--- src/rtl/lc3_mem_arbiter.sv ---
// LC-3 main memory sequencer: shares one multi-cycle memory port between the CPU and debug/loader requesters.
// Optional macro LC3_ARB_RR_EN selects round-robin arbitration; default is fixed priority dbg > cpu.
module lc3_mem_arbiter #(
  parameter int ADDR_W  = 16,
  parameter int DATA_W  = 16,
  parameter int MEM_LAT = 1
) (
  input  logic              clk,
  input  logic              rst,
  input  logic              cpu_req,
  input  logic              cpu_we,
  input  logic [ADDR_W-1:0] cpu_addr,
  input  logic [DATA_W-1:0] cpu_wdata,
  output logic [DATA_W-1:0] cpu_rdata,
  output logic              cpu_ack,
  input  logic              dbg_req,
  input  logic              dbg_we,
  input  logic [ADDR_W-1:0] dbg_addr,
  input  logic [DATA_W-1:0] dbg_wdata,
  output logic [DATA_W-1:0] dbg_rdata,
  output logic              dbg_ack,
  output logic              mem_en,
  output logic              mem_we,
  output logic [ADDR_W-1:0] mem_addr,
  output logic [DATA_W-1:0] mem_wdata,
  input  logic [DATA_W-1:0] mem_rdata,
  output logic              busy,
  output logic              owner_dbg
);

  generate
    if (MEM_LAT < 1 || MEM_LAT > 15) begin : g_bad_mem_lat
      $error("lc3_mem_arbiter: MEM_LAT must be in 1..15");
    end
  endgenerate

  typedef enum logic [1:0] {IDLE, ISSUE, WAIT, DONE} state_t;

  localparam logic [3:0] CNT_INIT = 4'(MEM_LAT - 1);

  state_t            state, state_nxt;
  logic [3:0]        cnt, cnt_nxt;
  logic              we_lat, we_lat_nxt;
  logic              grant, grant_dbg;
  logic              mem_en_nxt, mem_we_nxt, busy_nxt, owner_dbg_nxt;
  logic              cpu_ack_nxt, dbg_ack_nxt;
  logic [ADDR_W-1:0] mem_addr_nxt;
  logic [DATA_W-1:0] mem_wdata_nxt, cpu_rdata_nxt, dbg_rdata_nxt;

  assign grant = (state == IDLE) && (cpu_req || dbg_req);

`ifdef LC3_ARB_RR_EN
  // On a tie the port that was not granted last wins.
  logic last_dbg;

  assign grant_dbg = (cpu_req && dbg_req) ? !last_dbg : dbg_req;

  always_ff @(posedge clk or posedge rst) begin
    if (rst) begin
      last_dbg <= 1'b0;
    end else if (grant) begin
      last_dbg <= grant_dbg;
    end
  end
`else
  assign grant_dbg = dbg_req;
`endif

  always_ff @(posedge clk or posedge rst) begin
    if (rst) begin
      state <= IDLE;
    end else begin
      state <= state_nxt;
    end
  end

  always_comb begin
    state_nxt = state;
    case (state)
      IDLE:    if (grant) state_nxt = ISSUE;
      ISSUE:   state_nxt = WAIT;
      WAIT:    if (cnt == 4'd0) state_nxt = DONE;
      DONE:    state_nxt = IDLE;
      default: state_nxt = IDLE;
    endcase
  end

  // Outputs are registered, so each value below is what the port shows in the state being entered.
  always_comb begin
    mem_en_nxt    = 1'b0;
    mem_we_nxt    = 1'b0;
    cpu_ack_nxt   = 1'b0;
    dbg_ack_nxt   = 1'b0;
    mem_addr_nxt  = mem_addr;
    mem_wdata_nxt = mem_wdata;
    we_lat_nxt    = we_lat;
    owner_dbg_nxt = owner_dbg;
    cnt_nxt       = cnt;
    cpu_rdata_nxt = cpu_rdata;
    dbg_rdata_nxt = dbg_rdata;
    case (state)
      IDLE: begin
        if (grant) begin
          owner_dbg_nxt = grant_dbg;
          we_lat_nxt    = grant_dbg ? dbg_we    : cpu_we;
          mem_addr_nxt  = grant_dbg ? dbg_addr  : cpu_addr;
          mem_wdata_nxt = grant_dbg ? dbg_wdata : cpu_wdata;
          mem_en_nxt    = 1'b1;
          mem_we_nxt    = grant_dbg ? dbg_we    : cpu_we;
        end
      end
      ISSUE: cnt_nxt = CNT_INIT;
      WAIT: begin
        if (cnt == 4'd0) begin
          if (!we_lat) begin
            if (owner_dbg) dbg_rdata_nxt = mem_rdata;
            else           cpu_rdata_nxt = mem_rdata;
          end
          cpu_ack_nxt = !owner_dbg;
          dbg_ack_nxt = owner_dbg;
        end else begin
          cnt_nxt = cnt - 4'd1;
        end
      end
      default: ;
    endcase
    busy_nxt = (state_nxt != IDLE);
  end

  always_ff @(posedge clk or posedge rst) begin
    if (rst) begin
      mem_en    <= 1'b0;
      mem_we    <= 1'b0;
      mem_addr  <= '0;
      mem_wdata <= '0;
      cpu_rdata <= '0;
      dbg_rdata <= '0;
      cpu_ack   <= 1'b0;
      dbg_ack   <= 1'b0;
      busy      <= 1'b0;
      owner_dbg <= 1'b0;
      we_lat    <= 1'b0;
      cnt       <= 4'd0;
    end else begin
      mem_en    <= mem_en_nxt;
      mem_we    <= mem_we_nxt;
      mem_addr  <= mem_addr_nxt;
      mem_wdata <= mem_wdata_nxt;
      cpu_rdata <= cpu_rdata_nxt;
      dbg_rdata <= dbg_rdata_nxt;
      cpu_ack   <= cpu_ack_nxt;
      dbg_ack   <= dbg_ack_nxt;
      busy      <= busy_nxt;
      owner_dbg <= owner_dbg_nxt;
      we_lat    <= we_lat_nxt;
      cnt       <= cnt_nxt;
    end
  end

endmodule

--- config.mk ---
export PLATFORM = sky130hd
export DESIGN_NAME = lc3_mem_arbiter
export DESIGN_NICKNAME = d
export VERILOG_FILES = /design/src/rtl/lc3_mem_arbiter.sv
export SDC_FILE = /design/constraint.sdc
export NUM_CORES = 1
export LEC_CHECK = 0
export CAP_MARGIN = 20
export CORE_MARGIN = 4
export CORE_UTILIZATION = 62
export DETAILED_ROUTE_END_ITERATION = 8
export DONT_BUFFER_PORTS = 1
export GPL_TIMING_DRIVEN = 1
export PLACE_DENSITY = 0.86
export SETUP_SLACK_MARGIN = 0.3
export SLEW_MARGIN = 20
export SYNTH_ARGS = -nofsm -noshare
export SYNTH_HDL_FRONTEND = slang
export SYNTH_SLANG_ARGS = --single-unit
--- constraint.sdc ---
create_clock -name clk -period 3.2 [get_ports clk]
set_input_delay 0.48 -clock clk [delete_from_list [all_inputs] [get_ports clk]]
set_output_delay 0.48 -clock clk [all_outputs]
set_load 0.005 [all_outputs]
# --- After elaboration in Yosys (flattened, before gate mapping) ---
# Cells that the tools add are included.
word_totals:
  wordCells: 47
  register_bits: 77
  in_bits: 86
  output_inout_bits: 70
classes:
  add_sub_neg: 1
  n_reduce_logical: 11
  eq_ne: 4
  n_bitwise: 2
  muxes: 16
op_table:
  columns: ["cell", "n"]
  rows:
  - ["$mux W16", 2]
  - ["$mux W1", 9]
  - ["$pmux W2 S4", 1]
  - ["$pmux W4 S2", 1]
  - ["$reduce_and A4 Y1", 2]
  - ["$eq A2 B2 Y1 const B", 2]
  - ["$logic_not A4 Y1", 1]
  - ["$mux W2", 2]
  - ["$mux W4", 1]
  - ["$reduce_and A2 Y1", 2]
  - ["$reduce_bool A2 Y1", 2]
  - ["$sub A4 B1 Y4 const B", 1]
  - ["$eq A2 B1 Y1 const B", 1]
  - ["$logic_not A2 Y1", 1]
  - ["$ne A2 B2 Y1 const B", 1]
  - ["$not A1 Y1", 2]
  - ["$logic_and A1 B1 Y1", 1]
  - ["$logic_not A1 Y1", 1]
  - ["$logic_or A1 B1 Y1", 1]

# --- Longest topological paths before layout ---
# Gate-level depths: netlist of the first run.
logic_depth:
  ltp_word: 5
  ltp_mapped: 7
  mapped_depth_nobuf: 5

# --- Least setup slack after synthesis of the first run ---
# No wires, ideal clock.
synth_timing:
  path_type: "reg-to-reg"
  from: "register cnt[0]"
  to: "register dbg_rdata[0]"
  slack_ns: 1.385
  setup_time_ns: 0.125
  stages_incl_launch_ff: 8
  arrival_ns: 1.690
  t_required_ns: 3.075
  period_less_slack_ns: 1.815
  path_buffers: 2
  path_cell_list: "dfrtp_1 -> inv_1 -> ha_1 -> nor3b_4 -> and4b_1 -> buf_4 -> buf_8 -> mux2_2"
synth_via:
  elab_chain_len: 2
synth_rtl:
  columns: ["item", "line_no", "text"]
  rows:
  - ["start, declared", "42", "logic [3:0] cnt, cnt_nxt;"]
  - ["start signal, assigned", "156", "cnt <= cnt_nxt;"]
  - ["$logic_not A4 Y1", "114", "if (cnt == 4'd0) begin"]
  - ["$reduce_and A4 Y1 (no source line)", null, null]
  - ["end signal, assigned", "150", "dbg_rdata <= dbg_rdata_nxt;"]
  - ["end, declared", "20", "output logic [DATA_W-1:0] dbg_rdata,"]
# Every way passes these cells.
# A chain may end at the register's enable or synchronous reset.

# --- Worst setup path after layout of the first run ---
layout_timing:
  from: "register cnt[0]"
  to: "register dbg_rdata[2]"
# The elaborated chain is that of the path after synthesis.

==> results of run 1 <==
-- through the flow --
stage / instance area, um2 / cells / utilization (%)
CTS: 3542 / 337 / 69.35
global route: 3542 / 337 / 69.35
global placement: 3304 / 321 / 64.70
finish: 3542 / 337 / 69.35
floorplan: 3274 / 263 / -
detailed placement: 3304 / 321 / 64.70
-- sequential cells by signal, summed over array words and instances, names as in the netlist, 2 cells and up --
signal,flops
cpu_rdata,16
dbg_rdata,16
state,2
mem_wdata,16
cnt,4
mem_addr,16
-- cell families (layout without fill, tap and decap cells) --
kind of cell / count (synthesis) / after routing
mux: 66 / 66
fa+ha+maj: 5 / 5
flops: 77 / 77
simple gates: 53 / 53
buf+inv: 21 / 25
compound gates: 41 / 41
-- synthesized netlist by cell type (2+ instances only) --
cell type,number
nand2_1,36
mux2i_1,34
ha_1,5
mux2_2,32
nand2b_1,2
buf_2,7
or2_2,2
dfrtp_1,77
clkbuf_1,4
buf_4,2
o21ai_0,35
inv_1,6
nor2_1,5
-- metal layers --
metal	GRT usage, %	up-vias	routed length, um	part of all wire, %
met1	24.12	890	2402	38
met2	32.04	117	3068	48
met3	7.511	11	817	13
met5	0	-	0	0
met4	9.628	0	109	1.7
li1	-	908	-	-
-- cell type report --
| type | instances | area share, % |
|---|---|---|
| clock buffers | 9 | 3.497 |
| clock inverters | 7 | 3.214 |
| inverters | 6 | 0.6358 |
| multi-input cells | 165 | 35.15 |
| flip-flops and latches | 77 | 54.40 |
| well taps | 70 | 2.473 |
| repair buffers | 3 | 0.6358 |
-- how the worst min path moves through the flow --
| stage | startpoint | end | slack [ns] | cells past startpoint |
|---|---|---|---|---|
| floorplan | we_lat | we_lat | 0.47 | 1 |
| global placement | rst | mem_addr[8] | 0.45 | 2 |
| detailed placement | rst | mem_addr[8] | 0.46 | 2 |
| CTS | rst | mem_addr[8] | 0.08 | 2 |
| global route | rst | mem_addr[8] | 0.10 | 2 |
| finish | rst | mem_addr[8] | 0.08 | 2 |
-- worst register-to-register path, stage by stage (launching register included) --
cell     delay, ns
dfrtp_1       0.38
inv_1         0.12
ha_1          0.19
nor3b_4       0.30
and4b_1       0.73
mux2_2        0.42
-- report_power, final --
group	internal (uW)	total (uW)	switching, uW
registers	1440	1830	387
clock network	515	851	336
logic	412	815	403
total	2360	3490	1130
==> results.md, run 1 <==
- IO Port Bufs: 0
- CP max-delay cell: and4b_1
- Drc violations: 0
- Commonest non-fill, non-tap cell in the layout: dfrtp_1
- Post-synth top area cell: dfrtp_1
- DIE AREA: ~0.0065 mm2
- Max VDD drop: approximately 0.47 mV
- Final Cycle Share: a little over two thirds
- CTS buffer count: 9
- GRT Residual Overflow: 0
- CP delay by family, top: simple AND/OR/NAND/NOR gates
- Worst-Skew Late Latency: about 0.34 ns
- Synth Area in Adders: roughly 1.9%
- Setup WS post-layout: 0.9459 ns
- CP Launch Type: flip-flop
- Setup TNS: 0 ns
- RSZ-0062 raised after global routing: false
- Hold buffers post-CTS: 0
- Number of max-cap violations: 0
- Number of global-route vias before repair: roughly 2,000
- GRT Total Usage: around a fifth
- Initial antenna violation count: 0
- Crit path cell chain: inv_1, ha_1, nor3b_4, and4b_1, mux2_2
- Row count: 26
- R2R cell count: 5
- Post-route ant nets: 0
- WL final: between 6000 and 7000 um
- H-tree Lvls: 3
- Post-Synthesis Mean Instance Area: approximately 12 um2
- Layout cells sized above 1: 21.35%
- Fmax: 0.4436 GHz
- RR Startpoint: cnt[0]
- Final Power: 3490 uW
- Crit-path max FO: 16
- Req. time, crit path: 3.42 ns
- RD Place Congestion: approximately 0.73
- Seq/Total Area, Yosys: between 50 and 60%
- Fin. Hold Viols: 0
- Asr flop ratio synth: 100.0%
- Layout net count: roughly 350
- Crit path depth: 5
- Synth Area in Compound Gates: under 10%
- Seq cells post-synth: 77
- Crit-path max cell delay: ~0.73 ns
- Commonest cells after routing, fill and taps aside: dfrtp_1, nand2_1, mux2i_1, o21ai_0, mux2_2
- FF/Latch Area: ~0.0019 mm2
- Critical Path End: dbg_rdata[2]
- CP arrival: 2.47 ns
- DR pass1 iterations: 4
- Core Area: slightly above 0.005 mm2
- P_leak: 0.001678 uW
- WP buf/inv: 1
- Min Hold Slack: roughly 0.08 ns
- Post-synthesis mux area share: between 20% and 30%
- Synth Flop Type: dfrtp_1
- Die H: 80.67 um
- Syn_nets: roughly 350
- Setup violators final: 0
- Main combinational cell family by area after synthesis: multiplexers
- Mapped cell area: approximately 0.0033 mm2
- Status: finished clean
- Yosys top cell area share: around three fifths
- # IOs: about 160
- EDFF count, synth: 0
- Max-slew headroom: about half
- Minimum clock period: roughly 2.3 ns
- Pre-CTS setup slack: roughly 0.96 ns
- # clock sinks: 77
- Largest net degree at the start of global routing: roughly 50
- Synth top area cells: dfrtp_1, mux2_2, mux2i_1
- Synth Instances: between 200 and 300
- Postcts setup bufs: 0
- XOR/XNOR Fraction of Synth Area: 0%
- CP Launch Point: cnt[0]
- Clock-pin transition on the worst setup and hold timing paths: 0.08 ns
- Iteration-0 DRC Markers: 78
- Final Skew: roughly 0.0094 ns
- CTS tree: done
- Flop2flop setup slack: between 0.9 and 1 ns
- DP HPWL: slightly below 5000 um
- Clk buf depth: 2
- Worst Hold Class: in -> async
- Via count: 1,926
- Area of the multi-input gates: between 0.001 and 0.0015 mm2
- WS Path Type: reg -> reg
- Tightest Pin Transition: roughly 0.73 ns
- Critical Path End Type: flip-flop
- First-pass GRT wire length: a little under 10,000 um
- Initial Utilization: approximately 64%
- Area grow syn2layout: 8.177%
- Post-CTS Resized: 0
- DR WL/cell: between 15 and 20 um
- Vias per inst: between 5 and 6
- Final count of pins violating max slew: 0
- Netlist cell types: 29
- Power density over cell area: 985.4 mW/mm2
- Inserted Diodes: 0
- Worst r2r dst: dbg_rdata[2]
- CTS root buf: clkbuf_8
- Post-Synth Simple-Gate Area: under 10%
- Fillers: about 370
- Yosys warning count: 0
- Die W: 80.67 um
No activity file was read; power rests on OpenSTA's default activity.
==> run 2: changes to the inputs <==
==> constraint.sdc (replaced) <==
create_clock -name clk -period 2.25 [get_ports clk]
set_input_delay 0.3375 -clock clk [delete_from_list [all_inputs] [get_ports clk]]
set_output_delay 0.3375 -clock clk [all_outputs]
set_load 0.005 [all_outputs]
==> results.md, run 2 (synthesis results as in run 1) <==
- Final count of pins violating max slew: 0
- CTS buffer count: 9
- Worst Hold Class: in -> async
- Row count: 26
- Initial Utilization: approximately 64%
- CTS tree: done
- # clock sinks: 77
- WS Path Type: reg -> reg
- Failing checks: hold timing
- Largest net degree at the start of global routing: 42
- Max VDD drop: ~0.65 mV
- Core Area: between 0.005 and 0.006 mm2
- Layout net count: between 300 and 400
- DR WL/cell: approximately 19 um
- Min Hold Slack: -0.0002697 ns
- CTS root buf: clkbuf_8
- Die H: a little over 80 um
- RSZ-0062 raised after global routing: false
- Status: complete, but fails checks
- Setup violators final: 0
- Final Power: 4881 uW
- WL final: between 6000 and 7000 um
- Minimum clock period: around 1.8 ns
- Drc violations: 0
- Number of max-cap violations: 0
- H-tree Lvls: 3
- Area grow syn2layout: 9.133%
- Clock-pin transition on the worst setup and hold timing paths: around 0.080 ns
- Tightest Pin Transition: a little over 0.8 ns
- Hold buffers post-CTS: 0
- Via count: approximately 2,000
- DP HPWL: just under 5000 um
- Clk buf depth: 2
- Post-route ant nets: 0
- Max-slew headroom: 45.64%
- # IOs: 156
- CP Launch Type: flip-flop
- Vias per inst: just under 6
- First-pass GRT wire length: a little under 10,000 um
- Die W: roughly 81 um
- Post-layout util: 69.97%
- CP arrival: approximately 2.1 ns
- GRT Total Usage: between 20 and 25%
- Number of global-route vias before repair: just over 2,000
- Final Cycle Share: between 80 and 90%
- Power density over cell area: around 1400 mW/mm2
- Fin. Hold Viols: 2
- Worst-Skew Late Latency: 0.33 ns
- Initial antenna violation count: 0
- Final instance area: between 0.003 and 0.004 mm2
- DIE AREA: about 0.0065 mm2
- IO Port Bufs: 0
- RD Place Congestion: between 0.7 and 0.8
- Critical Path End Type: flip-flop
- Cell Area, Placed: between 0.003 and 0.004 mm2
- Fmax: 0.5447 GHz
- Req. time, crit path: between 2 and 2.5 ns
- GRT Residual Overflow: 0
- Commonest non-fill, non-tap cell in the layout: dfrtp_1
- Setup TNS: 0 ns
- Layout cells sized above 1: approximately 23%
- Crit-path max FO: 16
- Inserted Diodes: 0
- Final Skew: 0.006215 ns
- DR pass1 iterations: 4
- Commonest cells after routing, fill and taps aside: dfrtp_1, nand2_1, mux2i_1, o21ai_0, mux2_2
- Iteration-0 DRC Markers: 64
- P_leak: ~0.0017 uW
==> run 2: worst paths after layout <==
path	start	end	slack, ns	cells past startpoint
worst max-delay path	cnt[0]	dbg_rdata[4]	0.41	6
max in group asynchronous	rst	cpu_rdata[2]	1.51	2
worst min register to register	mem_addr[2]	mem_addr[2]	0.51	2
min in group clk	mem_rdata[5]	cpu_rdata[5]	0.15	1
worst max register to register	cnt[0]	dbg_rdata[4]	0.41	6
worst min-delay path	rst	dbg_ack	-0.0003	1
==> run 2: metrics by stage <==
step | setup WS (ns) | instances
floorplan | 0.4348 | 263
global placement | 0.3914 | 323
detailed placement | 0.3009 | 323
CTS | 0.3359 | 340
global route | 0.3324 | 342
finish | 0.4141 | 342
==> run 2: power breakdown <==
| part | internal [uW] | switching [uW] | leakage (uW) |
|---|---|---|---|
| registers | 2050 | 534 | 0.000938 |
| logic | 616 | 596 | 0.000634 |
| clock network | 618 | 471 | 0.000105 |
==> run 2: layer usage <==
metal | wire, um | global-route usage [%] | up-vias
met5 | 0 | 0 | -
met4 | 117 | 9.122 | 0
met3 | 814 | 7.623 | 10
met2 | 3223 | 32.20 | 116
met1 | 2341 | 23.74 | 933
li1 | - | - | 912
==> run 2: worst max-delay path, stage by stage, from the launching register on <==
cell and delay (ns):
dfrtp_1 0.39, inv_1 0.12, ha_1 0.18, nor3b_4 0.22
and4b_1 0.24, buf_6 0.20, mux2_2 0.36
==> run 2: layout make-up <==
cell class	instances	area, um2
Inverter	6	26.28
Tap cell	70	87.58
Clock inverter	7	90.09
Clock buffer	9	123.9
Multi-Input combinational cell	165	1255
Timing Repair Buffer	8	63.81
Fill cell	360	1534
Sequential cell	77	1927
==> run 2: what timing repair did <==
action	4_1_cts	5_1_grt
endpoints found under the setup margin	32	32
buffers inserted	1	2
cloned	0	0
resized for setup	0	3
==> run 3: changes to the inputs <==
--- a/config.mk
+++ b/config.mk
@@ -7,11 +7,11 @@
 export LEC_CHECK = 0
 export CAP_MARGIN = 20
 export CORE_MARGIN = 4
-export CORE_UTILIZATION = 62
+export CORE_UTILIZATION = 56
 export DETAILED_ROUTE_END_ITERATION = 8
 export DONT_BUFFER_PORTS = 1
 export GPL_TIMING_DRIVEN = 1
-export PLACE_DENSITY = 0.86
+export PLACE_DENSITY = 0.82
 export SETUP_SLACK_MARGIN = 0.3
 export SLEW_MARGIN = 20
 export SYNTH_ARGS = -nofsm -noshare
==> constraint.sdc (replaced) <==
create_clock -name clk -period 1.5 [get_ports clk]
set_input_delay 0.225 -clock clk [delete_from_list [all_inputs] [get_ports clk]]
set_output_delay 0.225 -clock clk [all_outputs]
set_load 0.005 [all_outputs]
==> results.md, run 3 (synthesis results as in run 1) <==
- DP HPWL: 5015 um
- Number of global-route vias before repair: between 2,000 and 2,500
- Max-slew headroom: about 64%
- H-tree Lvls: 3
- Placed Instances: 336
- Minimum clock period: between 1.5 and 2 ns
- Grt met2 use: around two fifths
- Setup TNS: -5.504 ns
- Final instance area: approximately 0.0046 mm2
- Inserted Diodes: 0
- CTS buffer count: 9
- Req. time, crit path: between 1.5 and 2 ns
- P_leak: 0.002100 uW
- IO Port Bufs: 0
- Number of max-cap violations: 0
- Vias per inst: roughly 5.7
- Worst Hold Class: in -> reg
- CTS root buf: clkbuf_8
- DR pass1 iterations: 4
- Worst-Skew Late Latency: 0.33 ns
- Switch Pwr: between 3000 and 4000 uW
- Layout cells sized above 1: a little over half
- Grt met3 use: ~8.3%
- Fmax: slightly below 0.6 GHz
- Tightest Pin Transition: roughly 0.55 ns
- RD Place Congestion: approximately 0.76
- Sw Share: a little over a third
- CP delay by family, top: simple AND/OR/NAND/NOR gates
- WL final: around 7900 um
- DR WL/cell: between 20 and 25 um
- Critical Path End Type: flip-flop
- CP Launch Type: flip-flop
- Commonest non-fill, non-tap cell in the layout: dfrtp_1
- Cell Area, Placed: 0.003488 mm2
- Via count: around 2,200
- Clk buf depth: 2
- Sequential share of power: 40.8%
- CP arrival: ~1.9 ns
- Final count of pins violating max slew: 0
- Met1 usage: between 20% and 30%
- Area grow syn2layout: 39.17%
- Clk pwr share: between 10% and 20%
- Setup WS post-layout: -0.1803 ns
- Failing checks: setup timing
- Core Area: between 0.005 and 0.006 mm2
- Max VDD drop: 1.269 mV
- Setup violators final: 36
- Final Skew: between 0.008 and 0.009 ns
- # IOs: ~160
- GRT Total Usage: around 22%
- Commonest cells after routing, fill and taps aside: dfrtp_1, mux2i_1, mux2_2
- Drc violations: 0
- Crit-path max FO: 16
- RSZ-0062 raised after global routing: true
- # clock sinks: 77
- First-pass GRT wire length: 12,280 um
- WP buf/inv: 2
- Status: complete, but fails checks
- Final Cycle Share: 112.0%
- Fin. Hold Viols: 0
- Gr busiest metal: met2
- Final std cells w/o fill: about 380
- Power density over cell area: roughly 2100 mW/mm2
- Die W: 84.47 um
- Layout net count: between 300 and 400
- Crit path cell chain: inv_2, ha_4, nor3b_4, and4b_1, buf_12, mux2_2
- Post-route ant nets: 0
- CP max-delay cell: dfrtp_1
- CTS tree: done
- Logic pwr share: around 43%
- Row count: 27
- Initial antenna violation count: 0
- Clock-pin transition on the worst setup and hold timing paths: ~0.080 ns
- Crit-path max cell delay: 0.40 ns
- Initial Utilization: a little under 60%
- Largest net degree at the start of global routing: between 40 and 50
- WS Path Type: reg -> reg
- Iteration-0 DRC Markers: 46
- Die H: approximately 84 um
- Internal Power: 6397 uW
- DIE AREA: roughly 0.0071 mm2
- GRT Residual Overflow: 0
==> run 3: cell types whose count changed in the layout (fill, tap and decap cells not counted), sizes merged <==
cell / change
buf: +36
clkbuf: +1
clkinvlp: +1
dlygate4sd3: +1
bufinv: -1
inv: +1
clkinv: -2
==> run 3: worst paths after layout <==
path                            cells past startpoint     startpoint            end  slack (ns)
worst min-delay path                                1  mem_rdata[13]  cpu_rdata[13]        0.03
min in group asynchronous                           3            rst   dbg_rdata[4]        0.48
max in group asynchronous                           3            rst    mem_addr[5]        0.58
worst max register to register                      6         cnt[1]  dbg_rdata[11]       -0.18
worst min register to register                      2    mem_addr[8]    mem_addr[8]        0.52
worst max-delay path                                6         cnt[1]  dbg_rdata[11]       -0.18
==> run 3: through the flow <==
| stage | worst slack, ns | power, uW | hold slack [ns] | util [%] |
|---|---|---|---|---|
| final | -0.1803 | 9795 | 0.03487 | 81.75 |
| after floorplan | -0.2585 | 5389 | 0.3755 | - |
| after CTS | -0.1746 | 9431 | 0.01084 | 78.92 |
| after global placement | -0.1079 | 5839 | 0.2356 | 62.58 |
| after detailed placement | -0.1767 | 6015 | 0.2426 | 62.58 |
| after global routing | -0.2518 | 10370 | 0.008454 | 81.75 |
==> run 3: final cells by class <==
| cell class | instances | area, um2 |
|---|---|---|
| clock buffer | 10 | 137.6 |
| clock inverter | 6 | 70.07 |
| fill | 304 | 1017 |
| inverter | 6 | 31.28 |
| multi-input combinational | 165 | 1608 |
| sequential | 77 | 1927 |
| tap | 72 | 90.09 |
| timing repair buffer | 45 | 693.2 |
==> run 3: power groups by stage <==
stage,clock network [uW],registers (uW),logic [uW]
final,1580,3990,4220
after global routing,1720,4110,4530
after CTS,1610,3950,3870
after detailed placement,0,3900,2120
after global placement,0,3860,1980
after floorplan,0,3650,1740
==> run 3: what timing repair did <==
item	in CTS	in global routing
pin swaps	37	19
resized for setup	113	32
setup buffers	16	2
endpoints found under the setup margin	72	76
endpoints found under the hold margin	77	0
hold buffers	1	0
cloned	10	0
==> run 3: layer usage <==
layer  wire [um]  share of wire [%]
met5           0                  0
met4         121                1.5
met3         910                 11
met2        4232                 53
met1        2661                 34
